File: src/rtl/fp_arb_pkg.sv
// Shared definitions for the shared-adder arbiter: format widths, field helpers, FSM states.
// Latency: n/a (package only).
// Backpressure: n/a (package only).
package fp_arb_pkg;

  localparam int FP_EXP_W  = 4;
  localparam int FP_FRAC_W = 8;
  localparam int FP_W      = 1 + FP_EXP_W + FP_FRAC_W;

  typedef enum logic [1:0] {
    IDLE   = 2'd0,
    CALC   = 2'd1,
    RESULT = 2'd2
  } state_t;

  function automatic logic fp_sign(input logic [FP_W-1:0] v);
    return v[FP_W-1];
  endfunction

  function automatic logic [FP_EXP_W-1:0] fp_exp(input logic [FP_W-1:0] v);
    return v[FP_W-2 -: FP_EXP_W];
  endfunction

  function automatic logic [FP_FRAC_W-1:0] fp_frac(input logic [FP_W-1:0] v);
    return v[FP_FRAC_W-1:0];
  endfunction

  function automatic logic [FP_W-1:0] fp_pack(input logic s,
                                             input logic [FP_EXP_W-1:0] e,
                                             input logic [FP_FRAC_W-1:0] f);
    return {s, e, f};
  endfunction

endpackage

File: src/rtl/fp_add_arbiter_if.sv
// Requester/consumer bundle for the shared adder: two operand requests in, one result out.
// Latency: n/a (wiring only).
// Backpressure: res_ready holds the result; req is held by the requester until its gnt.
interface fp_add_arbiter_if;
  import fp_arb_pkg::*;

  logic            req0;
  logic            req1;
  logic [FP_W-1:0] op0a;
  logic [FP_W-1:0] op0b;
  logic [FP_W-1:0] op1a;
  logic [FP_W-1:0] op1b;
  logic            gnt0;
  logic            gnt1;
  logic [FP_W-1:0] res;
  logic            res_valid;
  logic            res_id;
  logic            res_ready;
  logic            busy;

  // Board-side view: requesters and result consumer.
  modport master (
    output req0, req1, op0a, op0b, op1a, op1b, res_ready,
    input  gnt0, gnt1, res, res_valid, res_id, busy
  );

  // Arbiter view.
  modport slave (
    input  req0, req1, op0a, op0b, op1a, op1b, res_ready,
    output gnt0, gnt1, res, res_valid, res_id, busy
  );

endinterface

File: src/rtl/fp_adder.sv
// Combinational 13-bit float adder {sign, exp[3:0], frac[7:0]} with explicit leading one, truncating.
// Latency: 0 cycles (purely combinational).
// Backpressure: none; output follows inputs.
module fp_adder
  import fp_arb_pkg::*;
(
  input  logic [FP_W-1:0] a,
  input  logic [FP_W-1:0] b,
  output logic [FP_W-1:0] sum
);

  logic                 a_big;
  logic                 sa, sb, rs;
  logic [FP_EXP_W-1:0]  ea, eb, diff, re;
  logic [FP_FRAC_W-1:0] fa, fb, fs, d, rf;
  logic [FP_FRAC_W:0]   sum9;
  logic [2:0]           lz;

  // Order operands by magnitude, align the smaller, add or subtract, then renormalise.
  always_comb begin
    a_big = {fp_exp(a), fp_frac(a)} >= {fp_exp(b), fp_frac(b)};
    sa    = a_big ? fp_sign(a) : fp_sign(b);
    sb    = a_big ? fp_sign(b) : fp_sign(a);
    ea    = a_big ? fp_exp(a)  : fp_exp(b);
    eb    = a_big ? fp_exp(b)  : fp_exp(a);
    fa    = a_big ? fp_frac(a) : fp_frac(b);
    fb    = a_big ? fp_frac(b) : fp_frac(a);
    diff  = ea - eb;
    fs    = fb >> diff;
    sum9  = '0;
    d     = '0;
    lz    = '0;
    rs    = sa;
    re    = ea;
    rf    = '0;
    if (sa == sb) begin
      sum9 = {1'b0, fa} + {1'b0, fs};
      if (sum9[FP_FRAC_W]) begin
        // Carry out: shift right one place; saturate at the top exponent.
        if (ea == '1) begin
          re = '1;
          rf = '1;
        end else begin
          re = ea + 4'd1;
          rf = sum9[FP_FRAC_W:1];
        end
      end else begin
        rf = sum9[FP_FRAC_W-1:0];
      end
    end else begin
      d = fa - fs;
      // Highest set bit wins: later (higher) iterations overwrite lz.
      for (int i = 0; i < FP_FRAC_W; i++) begin
        if (d[i]) lz = 3'(7 - i);
      end
      if (d == '0 || ea < {1'b0, lz}) begin
        // Exact cancellation or underflow flushes to +0.
        rs = 1'b0;
        re = '0;
        rf = '0;
      end else begin
        re = ea - {1'b0, lz};
        rf = d << lz;
      end
    end
    sum = fp_pack(rs, re, rf);
  end

endmodule

File: src/rtl/fp_add_arbiter.sv
// Two-requester arbiter sharing one fp_adder; round-robin ties, or fixed priority to requester 0 with FP_ARB_FIXED_PRIO_EN.
// Latency: request sampled T, gnt in T+1, res_valid in T+2; minimum issue interval 3 cycles.
// Backpressure: result held in RESULT until res_ready; requests are ignored outside IDLE.
module fp_add_arbiter
  import fp_arb_pkg::*;
#(
  parameter bit INIT_LAST = 1'b1
) (
  input  logic              clk,
  input  logic              reset,
  fp_add_arbiter_if.slave   bus
);

  state_t          state;
  logic [FP_W-1:0] opa_q, opb_q, sum;
  logic [FP_W-1:0] res_q;
  logic            id_q, last;
  logic            gnt0_q, gnt1_q, res_valid_q, res_id_q, busy_q;
  logic            pick_any, pick1;

  assign pick_any = bus.req0 | bus.req1;

`ifdef FP_ARB_FIXED_PRIO_EN
  assign pick1 = bus.req1 & ~bus.req0;
`else
  // On a tie, serve whichever requester was not served last.
  assign pick1 = bus.req1 & (~bus.req0 | ~last);
`endif

  fp_adder u_adder (
    .a   (opa_q),
    .b   (opb_q),
    .sum (sum)
  );

  // Arbitration FSM: latch winner in IDLE, capture sum in CALC, hold result in RESULT.
  always_ff @(posedge clk) begin
    if (reset) begin
      state       <= IDLE;
      gnt0_q      <= 1'b0;
      gnt1_q      <= 1'b0;
      res_q       <= '0;
      res_valid_q <= 1'b0;
      res_id_q    <= 1'b0;
      busy_q      <= 1'b0;
      last        <= INIT_LAST;
      opa_q       <= '0;
      opb_q       <= '0;
      id_q        <= 1'b0;
    end else begin
      case (state)
        IDLE: begin
          if (pick_any) begin
            opa_q  <= pick1 ? bus.op1a : bus.op0a;
            opb_q  <= pick1 ? bus.op1b : bus.op0b;
            id_q   <= pick1;
            gnt0_q <= ~pick1;
            gnt1_q <= pick1;
            busy_q <= 1'b1;
            state  <= CALC;
          end
        end
        CALC: begin
          res_q       <= sum;
          res_valid_q <= 1'b1;
          res_id_q    <= id_q;
          gnt0_q      <= 1'b0;
          gnt1_q      <= 1'b0;
          state       <= RESULT;
        end
        RESULT: begin
          if (bus.res_ready) begin
            res_valid_q <= 1'b0;
            last        <= res_id_q;
            busy_q      <= 1'b0;
            state       <= IDLE;
          end
        end
        default: state <= IDLE;
      endcase
    end
  end

  assign bus.gnt0      = gnt0_q;
  assign bus.gnt1      = gnt1_q;
  assign bus.res       = res_q;
  assign bus.res_valid = res_valid_q;
  assign bus.res_id    = res_id_q;
  assign bus.busy      = busy_q;

endmodule

File: src/flat_wrapper.sv
// flat-port wrapper written by rule: the top's interface ports become plain ports
module fp_add_arbiter_flat import fp_arb_pkg::*;
#(
  parameter bit INIT_LAST = 1'b1
)
  (clk, reset, bus_req0, bus_req1, bus_op0a, bus_op0b, bus_op1a, bus_op1b, bus_res_ready, bus_gnt0, bus_gnt1, bus_res, bus_res_valid, bus_res_id, bus_busy);
  fp_add_arbiter_if bus_i ();
  input  logic clk;
  input  logic reset;
  input wire logic [$bits(bus_i.req0)-1:0] bus_req0;
  input wire logic [$bits(bus_i.req1)-1:0] bus_req1;
  input wire logic [$bits(bus_i.op0a)-1:0] bus_op0a;
  input wire logic [$bits(bus_i.op0b)-1:0] bus_op0b;
  input wire logic [$bits(bus_i.op1a)-1:0] bus_op1a;
  input wire logic [$bits(bus_i.op1b)-1:0] bus_op1b;
  input wire logic [$bits(bus_i.res_ready)-1:0] bus_res_ready;
  output wire logic [$bits(bus_i.gnt0)-1:0] bus_gnt0;
  output wire logic [$bits(bus_i.gnt1)-1:0] bus_gnt1;
  output wire logic [$bits(bus_i.res)-1:0] bus_res;
  output wire logic [$bits(bus_i.res_valid)-1:0] bus_res_valid;
  output wire logic [$bits(bus_i.res_id)-1:0] bus_res_id;
  output wire logic [$bits(bus_i.busy)-1:0] bus_busy;
  assign bus_i.req0 = bus_req0;
  assign bus_i.req1 = bus_req1;
  assign bus_i.op0a = bus_op0a;
  assign bus_i.op0b = bus_op0b;
  assign bus_i.op1a = bus_op1a;
  assign bus_i.op1b = bus_op1b;
  assign bus_i.res_ready = bus_res_ready;
  assign bus_gnt0 = bus_i.gnt0;
  assign bus_gnt1 = bus_i.gnt1;
  assign bus_res = bus_i.res;
  assign bus_res_valid = bus_i.res_valid;
  assign bus_res_id = bus_i.res_id;
  assign bus_busy = bus_i.busy;
  fp_add_arbiter #(.INIT_LAST(INIT_LAST)) u_core (.clk(clk), .reset(reset), .bus(bus_i));
endmodule
File: config.mk
export PLATFORM = sky130hd
export DESIGN_NAME = fp_add_arbiter_flat
export DESIGN_NICKNAME = d
export VERILOG_FILES = /design/src/rtl/fp_arb_pkg.sv /design/src/rtl/fp_add_arbiter_if.sv /design/src/rtl/fp_adder.sv /design/src/rtl/fp_add_arbiter.sv /design/src/flat_wrapper.sv
export SDC_FILE = /design/constraint.sdc
export NUM_CORES = 1
export LEC_CHECK = 0
export ABC_AREA = 1
export ABC_CLOCK_PERIOD_IN_PS = 14650
export BUFFER_PORTS_ARGS = -buffer_cell sky130_fd_sc_hd__buf_2
export CAP_MARGIN = 40
export CORE_ASPECT_RATIO = 2
export CORE_UTILIZATION = 60
export DETAILED_ROUTE_END_ITERATION = 10
export HOLD_SLACK_MARGIN = 0.15
export PLACE_DENSITY_LB_ADDON = 0.15
export SYNTH_ARGS = -nofsm -noshare
export SYNTH_HDL_FRONTEND = slang
export SYNTH_SLANG_ARGS = --single-unit
File: constraint.sdc
create_clock -name clk -period 14.65 [get_ports clk]
set_input_delay 0.7325 -clock clk [delete_from_list [all_inputs] [get_ports clk]]
set_output_delay 0.7325 -clock clk [all_outputs]
set_load 0.02 [all_outputs]
# Yosys cells after proc, flatten, opt, wreduce, memory -nomap -nowiden
# Cells that the tools add are included.
[totals]
ff_bits = 48
inputBits = 57
word_cells = 82
[op_classes]
add_sub_neg = 5
magnitude_cmp = 2
n_eq_ne = 6
n_shift = 2
muxes = 38
bitwise = 6
reduce_logical = 12
[ops]
columns = ["op", "count"]
rows = [
  ["$mux 8", 5],
  ["$mux 3", 9],
  ["$mux 13", 2],
  ["$mux 4", 6],
  ["$ge 12x12->1", 1],
  ["$reduce_and 2->1", 5],
  ["$add 8x8->9", 1],
  ["$logic_not 8->1", 1],
  ["$mux 1", 8],
  ["$pmux 1 s2", 4],
  ["$shl 8x3->8", 1],
  ["$shr 8x4->8", 1],
  ["$sub 8x8->8", 1],
  ["$mux 7", 1],
  ["$pmux 2 s3", 1],
  ["$reduce_bool 2->1", 3],
  ["$add 4x1->4 const B", 1],
  ["$eq 4x4->1 const B", 1],
  ["$lt 4x3->1", 1],
  ["$mux 2", 2],
  ["$sub 4x3->4", 1],
  ["$sub 4x4->4", 1],
  ["$not 1->1", 3],
  ["$reduce_and 3->1", 1],
  ["9 further kinds", 10],
]

# Depth between registers and ports, before layout
# Gate-level depths: netlist of run 1.
[logic_depth]
ltp_word = 18
ltp_mapped = 43

# Hierarchy
# Synthesis of run 1 repeated with hierarchy kept, for this count alone.
[unflattened]
cells_unflattened = 799
area_unflattened_um2 = 4833.4
[by_module_without_submodules]
columns = ["mod", "instances", "cells_each", "area_per_inst_um2"]
rows = [
  ["fp_adder", 1, 506, 2646.3],
  ["fp_add_arbiter", 1, 293, 2187.1],
]

# Worst setup path after synthesis of run 1
# No wires, ideal clock.
[synth_timing]
kind = "register to register"
start = "register u_core.opb_q[8]"
end = "register u_core.res_q[2], in the netlist u_core.bus.res[2]"
t_arrival_ns = 5.259
required_ns = 14.541
path_slack_ns = 9.282
stages_incl_launch_ff = 40
period_less_slack_ns = 5.368
path_cell_list = "dfxtp_1 > inv_1 > ha_1 > clkbuf_1 > nand2_1 > nor2_2 > and2_1 > nand2_2 > nand4_2 > nand2_1 > nand2_2 > o21ai_1 > ha_1 > clkbuf_1 > inv_1 > nor2_1 > o21ai_1 > nand2_1 > (+4 left out) > o21ai_0 > nand2_1 > nand2_1 > nand2_1 > nand2_1 > nand2_1 > inv_1 > ha_1 > inv_1 > fa_1 > a21oi_1 > nand2_1 > nand3_2 > nor2_1 > nand3_1 > nand3_1 > nand2_1 > inv_1"
[synth_via]
elab_chain_cells = 18
word_cells_on_any_way = 30
classes_between = "3 x add/sub; 2 x order compare; 2 x eq/ne; 2 x shift; 19 x mux; 2 x reduce/logical"
[synth_rtl]
columns = ["element", "line", "rtl"]
rows = [
  ["from (decl)", "fp_add_arbiter.sv:15", "logic [FP_W-1:0] opa_q, opb_q, sum;"],
  ["from (signal assigned)", "fp_add_arbiter.sv:55", "opb_q <= pick1 ? bus.op1b : bus.op0b;"],
  ["$ge 12x12->1", "fp_adder.sv:21", "a_big = {fp_exp(a), fp_frac(a)} >= {fp_exp(b), fp_frac(b)};"],
  ["$mux 4 (on tied branches)", "fp_adder.sv:24, fp_adder.sv:25", ""],
  ["$sub 4x4->4", "fp_adder.sv:28", "diff = ea - eb;"],
  ["$shr 8x4->8", "fp_adder.sv:29", "fs = fb >> diff;"],
  ["$sub 8x8->8", "fp_adder.sv:51", "d = fa - fs;"],
  ["$mux 3 (8 in a row)", "fp_adder.sv:54", "if (d[i]) lz = 3'(7 - i);"],
  ["$mux 3", "fp_adder.sv:36", "if (sa == sb) begin"],
  ["$lt 4x3->1", "fp_adder.sv:56", "if (d == '0 || ea < {1'b0, lz}) begin"],
  ["$logic_or 1x1->1", "fp_adder.sv:56", ""],
  ["$mux 8", "fp_adder.sv:56", ""],
  ["$mux 8 (*)", "fp_adder.sv:36", ""],
  ["to (signal assigned)", "fp_add_arbiter.sv:64", "res_q <= sum;"],
  ["to (decl)", "fp_add_arbiter.sv:16", "logic [FP_W-1:0] res_q;"],
]
# Mark *: on every way between the ends. The rest lies on a longest branch, timed or not. The select of a mux whose other input is x is not followed.
# A chain may end at the register's enable or synchronous reset.

# Worst setup path after layout of run 1
[layout_timing]
start = "register u_core.opb_q[10]"
end = "register u_core.res_q[2], in the netlist u_core.bus.res[2]"
# The elaborated chain is that of the path after synthesis.

==> flow_metrics.tcl, run 1 <==
set metrics [dict create \
    dr.pass1.iters 6 \
    worst_path_max_delay_cell "nand4_2" \
    drtAntennaViolNets 0 \
    grt_pass1_vias 4526 \
    leakage_nw 2.53 \
    layout.nets 869 \
    pre_cts_slack_ns 8.11 \
    min_period_ns 6.60 \
    place_area_mm2 0.00467 \
    tns_ns 0 \
    synth-edff-count 0 \
    grt_overflow 0 \
    yosysWarnings 0 \
    routed_wl_um 12400 \
    cts_tree "yes" \
    n_antenna_cell 0 \
    fmax_mhz 151 \
    grt_max_degree 39 \
    setup_slack_ns 8.05 \
    synthArstFlopShare 0 \
    grt_use_total 0.363 \
    postCtsSetupBuffers 0 \
    die_w_um 61.5 \
    drcViolationCount 0 \
    vias 4922 \
    cpMostUsedCell "nand2_1" \
    cts_hold_buffers 0 \
    slowest_delay_ns 0.50 \
    rows 43 \
    first_iter_violations 360 \
    cts_max_path_buffers 2 \
    grt_pass1_wl_um 20100 \
    setup.worst_path.end_class "flop" \
    final_area_mm2 0.00481 \
    slew_headroom 0.472 \
    coreArea_mm2 0.00689 \
    drive_above_1_share 0.135 \
    vdd_ir_drop_max_uv 108 \
    critPathRequiredTime_ns 14.89 \
    start_util 0.616 \
    die_y_um 121 \
    synth_cells 716 \
    yosys.cell_types.count 35 \
    die_area_mm2 0.00743 \
    wl_per_cell_um 14.3 \
    fin_crit_sh 0.451 \
    rsz0062_at_grt "no" \
    viasPerCell 5.67 \
    cp-start-kind "flop" \
    place.gp.congestion 1.02 \
    cts_root_buffer "clkbuf_16" \
    syn_avg_cell_area_um2 5.93 \
    clock_latency_ns 0.29 \
    numCtsBuffers 5 \
    status "completed" \
    htreeDepth 2 \
    dp_hpwl_um 9750 \
    slew_viol_final 0 \
    area_growth_pct 13.4 \
    drv_cap 0 \
    crit_arrival_ns 6.85 \
    skew_ns 0.0121 \
    antenna_found_initial 0 \
    synth_ff_type "dfxtp_1" \
    io_pins 75 \
    worstMarginPinSlew_ns 0.791 \
    setup.worst_path.class "flop to flop" \
    ys_ff_latch 48 \
    hold_path.class "flop to flop" \
    synth_area_mm2 0.00424 \
    worstPathMaxFanout 31 \
    power_density_mw_per_mm2 245 \
    cts_sinks 48 \
    final_hold_viol_count 0 \
    setup_viol 0 \
    io_buffers 74 \
    synth.yosys.seq_area_share 0.226 \
    synth_nets 807 \
    clkTransAtPathRegs_ns 0.07 \
    cts_resized 0 \
]
## power breakdown
part | internal, mW | leakage [nW] | total (mW) | switching [mW]
sequential | 0.146 | 0.395 | 0.156 | 0.0106
clock | 0.0673 | 0.0729 | 0.115 | 0.0480
combinational | 0.285 | 2.06 | 0.909 | 0.624
## cell usage in the layout, fill, tap and decap left out, drive strengths merged
master  Yosys  routed
nand3      63      63
nor2       47      47
o21ai      39      39
a221oi      2       2
fa          3       3
nor3        2       2
nand2     272     272
o211ai      1       1
dfxtp      48      48
and2        1       1
inv        84      84
a21o        1       1
nand3b      2       2
clkinv      2       3
o21bai      1       1
nand4      14      14
clkbuf     18       6
ha         31      31
xor2        7       7
or2         1       1
a31oi      27      27
buf         5      78
a21oi      42      42
xnor2       3       3
## layout make-up
| class | instances | area, um2 |
|---|---|---|
| clock buffer | 6 | 139 |
| fill | 659 | 2070 |
| inverter | 86 | 323 |
| timing repair buffer | 78 | 408 |
| sequential | 48 | 961 |
| clock inverter | 1 | 8.76 |
| tap | 90 | 113 |
| multi-input combinational | 559 | 2860 |
## critical path: cells and delay by family, from the launching register on
kind | cells | cell delay [ns]
buffers and inverters | 5 | 0.49
and+or+nand+nor | 23 | 2.97
AOI/OAI and AO/OA | 3 | 0.36
xor gates and xnor gates | 1 | 0.44
DFF | 1 | 0.36
adders and majority gates | 6 | 1.87
## synth_stat cells, types with 9 or more instances
master,n,share of area
clkbuf_1,18,0.016
o21ai_0,33,0.039
a31oi_1,27,0.040
ha_1,31,0.091
nand2_2,9,0.013
nand3_1,62,0.073
dfxtp_1,48,0.23
nor2_1,46,0.041
nand2_1,262,0.23
nand4_1,13,0.019
inv_1,82,0.073
a21oi_1,42,0.050
## kinds of logic (layout without fill, tap and decap cells)
family,after synthesis,after routing,synth area share
AOI/OAI and AO/OA,113,113,0.147
buffers and inverters,109,171,0.100
DFF,48,48,0.226
adders and majority gates,34,34,0.106
xor gates and xnor gates,10,10,0.0251
and+or+nand+nor,402,402,0.396
## per-stage QoR
step	power (mW)	instances	hold WS, ns	util
final	1.18	868	0.461	0.699
after global routing	1.32	868	0.505	0.699
after CTS	1.15	868	0.465	0.699
after detailed placement	1.03	861	0.449	0.678
after global placement	1.02	860	0.445	0.675
after floorplan	0.816	716	0.429	-
## per-layer routing
layer | vias to the layer above | track usage | part of all wire
met5 | - | 0 | 0
met4 | 0 | 0.257 | 0.072
met3 | 73 | 0.0970 | 0.064
met2 | 218 | 0.623 | 0.52
met1 | 2191 | 0.353 | 0.35
li1 | 2440 | - | -
## flip-flops by register name, summed over array words and instances, names as in the netlist
register / flops
u_core.bus.res: 13
u_core.opa_q: 13
u_core.opb_q: 13
u_core.state: 2
u_core.bus.busy: 1
u_core.bus.gnt0: 1
u_core.bus.gnt1: 1
u_core.bus.res_id: 1
u_core.bus.res_valid: 1
u_core.id_q: 1
u_core.last: 1
## final timing paths
kind,from,endpoint,slack (ns),cells after the start
worst max-delay path,u_core.opb_q[10],u_core.bus.res[2],8.05,38
worst min-delay path,u_core.last,u_core.last,0.46,2
worst max register to register,u_core.opb_q[10],u_core.bus.res[2],8.05,38
worst min register to register,u_core.last,u_core.last,0.46,2
(Power assumes the default switching activity.)
==> run 2, diff against run 1 <==
- ABC_CLOCK_PERIOD_IN_PS: 14650 -> 6300
- CORE_UTILIZATION: 60 -> 57
- clock period: 14.65 -> 6.3 ns (I/O delays scaled with it)
==> run 2 against run 1 <==
Utilization down 2.1 points. Worst hold slack lost 0.18 ns. Global-route usage down 3.7 points. Die area grew 5.1%. Final area increased by 1.5%. Routed wire length down 2.2%. Critical path depth unchanged. Clock power is 140% higher.
==> flow_metrics.tcl, run 2 (synthesis gave the netlist of run 1 again) <==
set metrics [dict create \
    layout_commonest_cell "nand2_1" \
    cts_tree "yes" \
    place_area_mm2 0.00468 \
    die_w_um 63.0 \
    start_util 0.588 \
    stdcell_count 873 \
    tns_ns 0 \
    dp_cells 865 \
    critPathTopFamily "simple AND/OR/NAND/NOR gates" \
    drtAntennaViolNets 0 \
    viasPerCell 5.52 \
    drcViolationCount 0 \
    vdd_ir_drop_max_uv 302 \
    hold_path.class "input pin to flop" \
    area_growth_pct 15.2 \
    status "completed" \
    min_period_ns 5.73 \
    cp-start-kind "flop" \
    multi_input_area_mm2 0.00291 \
    slowest_delay_ns 0.43 \
    antenna_found_initial 0 \
    rows 44 \
    leakage_nw 2.55 \
    seqCellArea_um2 961 \
    power_density_mw_per_mm2 569 \
    dp_hpwl_um 9940 \
    io_pins 75 \
    drv_cap 0 \
    grt_pass1_wl_um 19900 \
    drive_above_1_share 0.149 \
    cts_hold_buffers 0 \
    grt_max_degree 39 \
    setup_slack_ns 0.566 \
    cts_root_buffer "clkbuf_16" \
    slew_headroom 0.430 \
    crit_arrival_ns 5.93 \
    fin_crit_sh 0.910 \
    coreArea_mm2 0.00721 \
    hold_slack_ns 0.282 \
    r2r_setup_slack_ns 0.57 \
    place.gp.congestion 1.00 \
    rsz0062_at_grt "no" \
    setup.worst_path.class "flop to flop" \
    skew_ns 0.0111 \
    n_antenna_cell 0 \
    worstPathMaxFanout 10 \
    clock_latency_ns 0.29 \
    cts_max_path_buffers 2 \
    worstMarginPinSlew_ns 0.846 \
    pre_cts_slack_ns 0.220 \
    fmax_mhz 174 \
    layout_common_cells "nand2_1 (261), inv_1 (82), buf_2 (74)" \
    nFillCells 702 \
    io_buffers 74 \
    grt_overflow 0 \
    postCtsSetupBuffers 0 \
    routed_wl_um 12100 \
    worst_path_max_delay_cell "ha_2" \
    final_hold_viol_count 0 \
    setup.worst_path.end_class "flop" \
    die_y_um 124 \
    dr.pass1.iters 6 \
    setup_viol 0 \
    first_iter_violations 263 \
    grt_use_total 0.326 \
    final_area_mm2 0.00489 \
    numCtsBuffers 5 \
    grt_pass1_vias 4604 \
    critPathRequiredTime_ns 6.49 \
    cts_sinks 48 \
    wl_per_cell_um 13.9 \
    slew_viol_final 0 \
    layout.nets 871 \
    htreeDepth 2 \
    path_buf_inv 6 \
    vias 4815 \
    die_area_mm2 0.00781 \
    clkTransAtPathRegs_ns 0.07 \
    cpMostUsedCell "nand2_1" \
]
## run 2: cell types whose count changed in the layout (fill, tap and decap cells not counted), moves of 2 or more
cell    change
ha_1        -2
nor2_2      +2
nor2_1      -2
buf_4       +2
## run 2: final cells by class
cell class | count | area share
Multi-Input combinational cell | 559 | 0.596
Sequential cell | 48 | 0.197
Timing Repair Buffer | 80 | 0.0865
Inverter | 86 | 0.0661
Clock buffer | 6 | 0.0284
Tap cell | 92 | 0.0236
Clock inverter | 2 | 0.00282
## run 2: final timing paths
path                                     endpoint            start  depth (start not counted)
worst max-delay path            u_core.bus.res[2]  u_core.opb_q[9]                         38
worst min-delay path              u_core.opb_q[4]      bus_op0b[4]                          3
worst max register to register  u_core.bus.res[2]  u_core.opb_q[9]                         38
worst min register to register    u_core.bus.gnt1  u_core.bus.gnt1                          2
## run 2: timing repair
item | 4_1_cts | 5_1_grt
setup endpoints to repair | 0 | 13
resized for setup | 0 | 10
endpoints found under the hold margin | 0 | 0
## run 2: worst register-to-register path: cells and delay by family (launching register included)
kind                     cells  cell delay [ns]
flip-flops                   1             0.35
buffers and inverters        6             0.54
AND/OR/NAND/NOR             23             2.43
AO/OA/AOI/OAI                3             0.34
adder cells (fa/ha/maj)      6             2.01
## run 2: metal layers
layer  GRT usage  share of wire
met5           0              0
met4       0.266          0.073
met3      0.0385          0.031
met2       0.628           0.53
met1       0.298           0.36
## run 2: metrics by stage
step,power (mW),util
after floorplan,1.90,-
after global placement,2.37,0.647
after detailed placement,2.42,0.649
after CTS,2.71,0.671
after global routing,3.05,0.678
final,2.78,0.678
## run 2: power breakdown
part           total (mW)  switching, mW  internal, mW
combinational        2.14           1.46         0.682
clock               0.273          0.114         0.159
sequential          0.363         0.0243         0.339
